File: src/rtl/rate_sched_pkg.sv
// Shared types and terminal-count helper for the rate scheduler.
package rate_sched_pkg;

  typedef enum logic [1:0] {
    StIdle,
    StRun,
    StPause,
    StDone
  } state_e;

  typedef enum logic [1:0] {
    SpeedEvery     = 2'b00,
    Speed1Hz       = 2'b01,
    SpeedHalfHz    = 2'b10,
    SpeedQuarterHz = 2'b11
  } speed_e;

  // Returns the divider terminal count; caller truncates to its counter width.
  function automatic logic [63:0] calc_tc(input logic [1:0] sel, input int unsigned clk_hz);
    logic [63:0] hz;
    hz      = 64'(clk_hz);
    calc_tc = 64'd0;
    case (sel)
      Speed1Hz:       calc_tc = hz - 64'd1;
      SpeedHalfHz:    calc_tc = (hz << 1) - 64'd1;
      SpeedQuarterHz: calc_tc = (hz << 2) - 64'd1;
      default:        calc_tc = 64'd0;
    endcase
  endfunction

endpackage

File: src/rtl/rate_sched_divider.sv
// Free-running divider counter: counts 0..tc while enabled, restart forces zero.
module rate_sched_divider #(
  parameter int unsigned CNT_W = 28
) (
  input  logic             clk,
  input  logic             resetn,
  input  logic             en,
  input  logic             restart,
  input  logic [CNT_W-1:0] tc,
  output logic [CNT_W-1:0] cnt,
  output logic             wrap
);

  logic [CNT_W-1:0] cnt_q, cnt_d;
  logic             at_tc;

  assign at_tc = (cnt_q == tc);
  assign wrap  = en && !restart && at_tc;
  assign cnt   = cnt_q;

  always_comb begin
    cnt_d = cnt_q;
    if (restart) begin
      cnt_d = '0;
    end else if (en) begin
      cnt_d = at_tc ? '0 : cnt_q + CNT_W'(1);
    end
  end

  always_ff @(posedge clk or negedge resetn) begin
    if (!resetn) begin
      cnt_q <= '0;
    end else begin
      cnt_q <= cnt_d;
    end
  end

endmodule

File: src/rtl/rate_sched_ctrl.sv
// Run/pause FSM, speed select and display count around the divider.
// Optional DONE state (stop at count 15) enabled by RATE_SCHED_DONE_EN.
module rate_sched_ctrl
  import rate_sched_pkg::*;
#(
  parameter int unsigned CLK_HZ = 50_000_000,
  parameter int unsigned CNT_W  = 28
) (
  input  logic             clk,
  input  logic             resetn,
  input  logic             start,
  input  logic             stop,
  input  logic             clear,
  input  logic [1:0]       speed_sel,
  output logic             tick,
  output logic [3:0]       count_out,
  output logic             running,
  output logic [CNT_W-1:0] cnt_out
);

  state_e           state_q, state_d;
  logic [1:0]       sel_q;
  logic             tick_q;
  logic [3:0]       count_q, count_d;
  logic             running_q;
  logic [CNT_W-1:0] tc;
  logic             sel_chg, active, en, restart, wrap;

  assign tc      = CNT_W'(calc_tc(sel_q, CLK_HZ));
  assign sel_chg = (speed_sel != sel_q);
  assign active  = (state_q == StRun) || (state_q == StPause);
  // A speed change restarts the period and suppresses any tick on that edge.
  assign en      = (state_q == StRun) && !clear && !stop && !sel_chg;
  assign restart = clear || (sel_chg && active) || (state_q == StIdle) || (state_q == StDone);

  rate_sched_divider #(
    .CNT_W (CNT_W)
  ) u_divider (
    .clk     (clk),
    .resetn  (resetn),
    .en      (en),
    .restart (restart),
    .tc      (tc),
    .cnt     (cnt_out),
    .wrap    (wrap)
  );

  always_comb begin
    state_d = state_q;
    count_d = count_q;
    if (wrap) begin
      count_d = count_q + 4'd1;
    end
    case (state_q)
      StIdle: begin
        if (start && !stop) state_d = StRun;
      end
      StRun: begin
        if (stop) begin
          state_d = StPause;
`ifdef RATE_SCHED_DONE_EN
        end else if (wrap && (count_q == 4'd14)) begin
          state_d = StDone;
`endif
        end
      end
      StPause: begin
        if (start && !stop) state_d = StRun;
      end
`ifdef RATE_SCHED_DONE_EN
      StDone: begin
        state_d = StDone;
      end
`endif
      default: state_d = StIdle;
    endcase
    if (clear) begin
      state_d = StIdle;
      count_d = '0;
    end
  end

  always_ff @(posedge clk or negedge resetn) begin
    if (!resetn) begin
      state_q   <= StIdle;
      sel_q     <= SpeedEvery;
      tick_q    <= 1'b0;
      count_q   <= '0;
      running_q <= 1'b0;
    end else begin
      state_q   <= state_d;
      sel_q     <= speed_sel;
      tick_q    <= wrap;
      count_q   <= count_d;
      running_q <= (state_d == StRun);
    end
  end

  assign tick      = tick_q;
  assign count_out = count_q;
  assign running   = running_q;

endmodule

File: config.mk
export PLATFORM = sky130hd
export DESIGN_NAME = rate_sched_ctrl
export DESIGN_NICKNAME = d
export VERILOG_FILES = /design/src/rtl/rate_sched_pkg.sv /design/src/rtl/rate_sched_divider.sv /design/src/rtl/rate_sched_ctrl.sv
export SDC_FILE = /design/constraint.sdc
export NUM_CORES = 1
export LEC_CHECK = 0
export BUFFER_PORTS_ARGS = -buffer_cell sky130_fd_sc_hd__buf_2
export CAP_MARGIN = 20
export CORE_ASPECT_RATIO = 1.4
export CORE_MARGIN = 2
export CORE_UTILIZATION = 30
export CTS_BUF_LIST = sky130_fd_sc_hd__clkbuf_4 sky130_fd_sc_hd__clkbuf_8
export DETAILED_ROUTE_END_ITERATION = 10
export SLEW_MARGIN = 30
export SYNTH_ARGS = -nofsm -noshare
export SYNTH_HDL_FRONTEND = slang
export SYNTH_SLANG_ARGS = --single-unit
File: constraint.sdc
create_clock -name clk -period 3.1 [get_ports clk]
set_input_delay 0.31 -clock clk [delete_from_list [all_inputs] [get_ports clk]]
set_output_delay 0.31 -clock clk [all_outputs]
set_load 0.01 [all_outputs]
==> impl_metrics.toml <==
[status]
status = "completed"

[logic_synthesis]
yosys-top-cells-area = "sky130_fd_sc_hd__dfrtp_1 (39%), sky130_fd_sc_hd__ha_1 (5.2%), sky130_fd_sc_hd__nand3_1 (5.2%), sky130_fd_sc_hd__nand2_1 (4.2%), sky130_fd_sc_hd__o21ai_0 (3.9%)"
postSynth.topFlopCell = "sky130_fd_sc_hd__dfrtp_1"
synth.area.mux_share = 0.0222
synth-async-reset-ratio = 1.00
ys.warnings.count = 0
netlist.top_cell.by_area = "sky130_fd_sc_hd__dfrtp_1"
synthDominantCellAreaShare = 0.393
ys_seq_elements = 38
dominant_combinational_cell_family_by_area_after_synthesis = "simple AND/OR/NAND/NOR gates"
synthMostInstantiatedCell = "sky130_fd_sc_hd__dfrtp_1"
post_synthesis_sequential_area_ratio = 0.393
synth.net_count = 283
synth_cell_types = 57
synth_fa_ha_area_frac = 0.0517
synth.cells.most_frequent = "sky130_fd_sc_hd__dfrtp_1 (38), sky130_fd_sc_hd__nand2_1 (27), sky130_fd_sc_hd__nand3_1 (25)"
synth_edf_count = 0
postSynthAreaPerCell_um2 = 9.09
synth_area_in_xor_xnor = 0.0109
syn_area_um2 = 2420
synth_simple_gate_area_share = 0.289
post_synth_inst_count = 266
synth_compound_gate_area_share = 0.183

[sta]
setup_violations = 0
period_minus_slack_ns = 2.79
tightest_slew_ns = 0.692
fin_ws_ns = 0.315
maxSlewViolCount = 0
clock_skew_ns = 0.00858
final_hold_viol_count = 0
final_min_period_over_clock_period = 0.898
grt_setup_unrepaired = "no"
setup-tns-final_ns = 0
fmaxAchievable_ghz = 0.359
hold-worst-slack_ns = 0.165
worst_slew_margin_rel = 0.539

[drt]
avgViaCountPerCell = 5.35
via_count = 2189
drc = 0
met3WireLength_um = 273
ant_nets = 0
top_layer_used = "met4"
met2_wirelength_um = 3180
drtIter0Drc = 117
route.final.wire_length_um = 6170
drtPass1Iterations = 4
route.layer.met1.wl_um = 2610
wl_per_cell_um = 15.1

[global_route]
wire_length_of_the_first_global_routing_pass_um = 10400
total_gr_overflow = 0
grt_start_max_net_pins = 39
gr-usage-all-layers = 0.150
first_global_vias = 2157
number_of_antenna_violations_at_the_first_check_in_global_routing = 0

[clocking]
root_buffer = "sky130_fd_sc_hd__clkbuf_8"
post-cts-setup-buffers = 0
post_cts_hold_buffer_count = 0
clk_lat_worst_skew_ns = 0.29
ctsHtreeMaxLevel = 2
post_cts_resize_count = 0
tritoncts = "done"
cts-buffers-inserted = 5
cts.reportedPaths.clkPinSlew_ns = 0.07
cts_sinks = 38
clockBufferDepth = 2

[setup_path]
cp-end-kind = "flop"
timing.critical_path.fanout_max = 17
timing.critical_path.from_type = "flop"
timing.reg2reg.setup_slack_ns = 0.31
timing.rr.start = "sel_q[0]"
crit-reg2reg-capture = "u_divider.cnt[14]"
worstPathRequired_ns = 3.27
rr_worst_depth = 8
worstPathArrival_ns = 2.95
critical_path_class = "flop to flop"

[placement]
post_dp_hpwl_um = 4520
routabilityCongestion = 0.839
portbufs = 40
place_ws_ns = 0.361

[die]
floorplan.initialDensity = 0.310
core_area_um2 = 7800
die_y_um = 110
top_level_ports = 41
design.die.area_um2 = 8810
placementRows = 38
die_x_um = 79.9

[power]
leakage_nw = 1.30
pwr_density_cell_nw_per_um2 = 331
power_uw = 930
worst_ir_drop_vdd_uv = 187

[worst_hold_path]
min_path_cells = 1
hold_end = "sel_q[0]"
worstHoldStart = "speed_sel[0]"
min_path_type = "input port to flop"

[finish]
final.fill_count = 798
finalNetCount = 326
register_area_um2 = 951
antenna_cells_inserted = 0
post_route_cells_drive_above_1_share = 0.220
syn_to_final_growth_pct = 16.1
multi_input_area_um2 = 1350

[job]
drv.max_cap_violation_count = 0
-- layout by cell type (no fill, tap or decap), types with 9 or more instances in the layout --
cell type,instances
sky130_fd_sc_hd__buf_2,40
sky130_fd_sc_hd__dfrtp_1,38
sky130_fd_sc_hd__nand2_1,27
sky130_fd_sc_hd__nand3_1,25
sky130_fd_sc_hd__o21ai_0,19
sky130_fd_sc_hd__nor2_1,16
sky130_fd_sc_hd__inv_1,11
sky130_fd_sc_hd__ha_1,10
sky130_fd_sc_hd__nor3_1,9
-- where the power goes --
part           switching (mW)  total, mW  leakage [nW]  internal, mW
registers             0.00492      0.505         0.525         0.500
clock network           0.170      0.343        0.0452         0.173
logic                  0.0513     0.0823         0.733        0.0310
total                   0.227      0.930          1.30         0.703
-- cells by family (layout without fill, tap and decap cells) --
group,Yosys count,in the layout
simple gates,127,127
compound gates,62,62
flops,38,38
buf+inv,21,64
fa+ha+maj,10,10
mux,5,5
xor+xnor,3,3
-- registers in the layout, indices dropped and copies added, names as in the netlist --
| name | cells |
|---|---|
| u_divider.cnt | 28 |
| state_q | 2 |
| count_out | 4 |
| sel_q | 2 |
| running | 1 |
| tick | 1 |
-- critical path: stages (launching register included) --
cell and delay [ns]:
sky130_fd_sc_hd__dfrtp_1 0.46, sky130_fd_sc_hd__inv_1 0.10, sky130_fd_sc_hd__ha_1 0.26, sky130_fd_sc_hd__or2_2 0.32, sky130_fd_sc_hd__nor4_1 0.35, sky130_fd_sc_hd__o2111ai_4 0.19, sky130_fd_sc_hd__o21a_1 0.45, sky130_fd_sc_hd__and3_1 0.28
sky130_fd_sc_hd__a211o_1 0.26
-- cell type report --
class | count | area share
Clock buffer | 7 | 0.0299
Tap cell | 100 | 0.0446
Sequential cell | 38 | 0.339
Inverter | 11 | 0.0147
Timing Repair Buffer | 46 | 0.0927
Multi-Input combinational cell | 207 | 0.480
-- worst max-delay path by stage --
stage / cells past startpoint / startpoint / to
finish: 8 / sel_q[0] / u_divider.cnt[14]
global route: 9 / sel_q[0] / u_divider.cnt[12]
CTS: 8 / sel_q[0] / u_divider.cnt[14]
detailed placement: 8 / sel_q[0] / u_divider.cnt[14]
global placement: 8 / sel_q[0] / u_divider.cnt[14]
floorplan: 9 / sel_q[0] / u_divider.cnt[1]
-- per-stage QoR --
stage | instance area [µm²] | utilization | instances
after CTS | 2780 | 0.356 | 407
after floorplan | 2420 | - | 266
after global routing | 2810 | 0.360 | 409
after global placement | 2690 | 0.345 | 400
after detailed placement | 2690 | 0.345 | 400
final | 2810 | 0.360 | 409
-- layer usage --
layer | GRT usage | vias up
li1 | - | 1071
met1 | 0.176 | 1047
met2 | 0.266 | 62
met3 | 0.0277 | 9
met4 | 0.0593 | 0
met5 | 0 | -
Power figures use the tool's default switching activity.
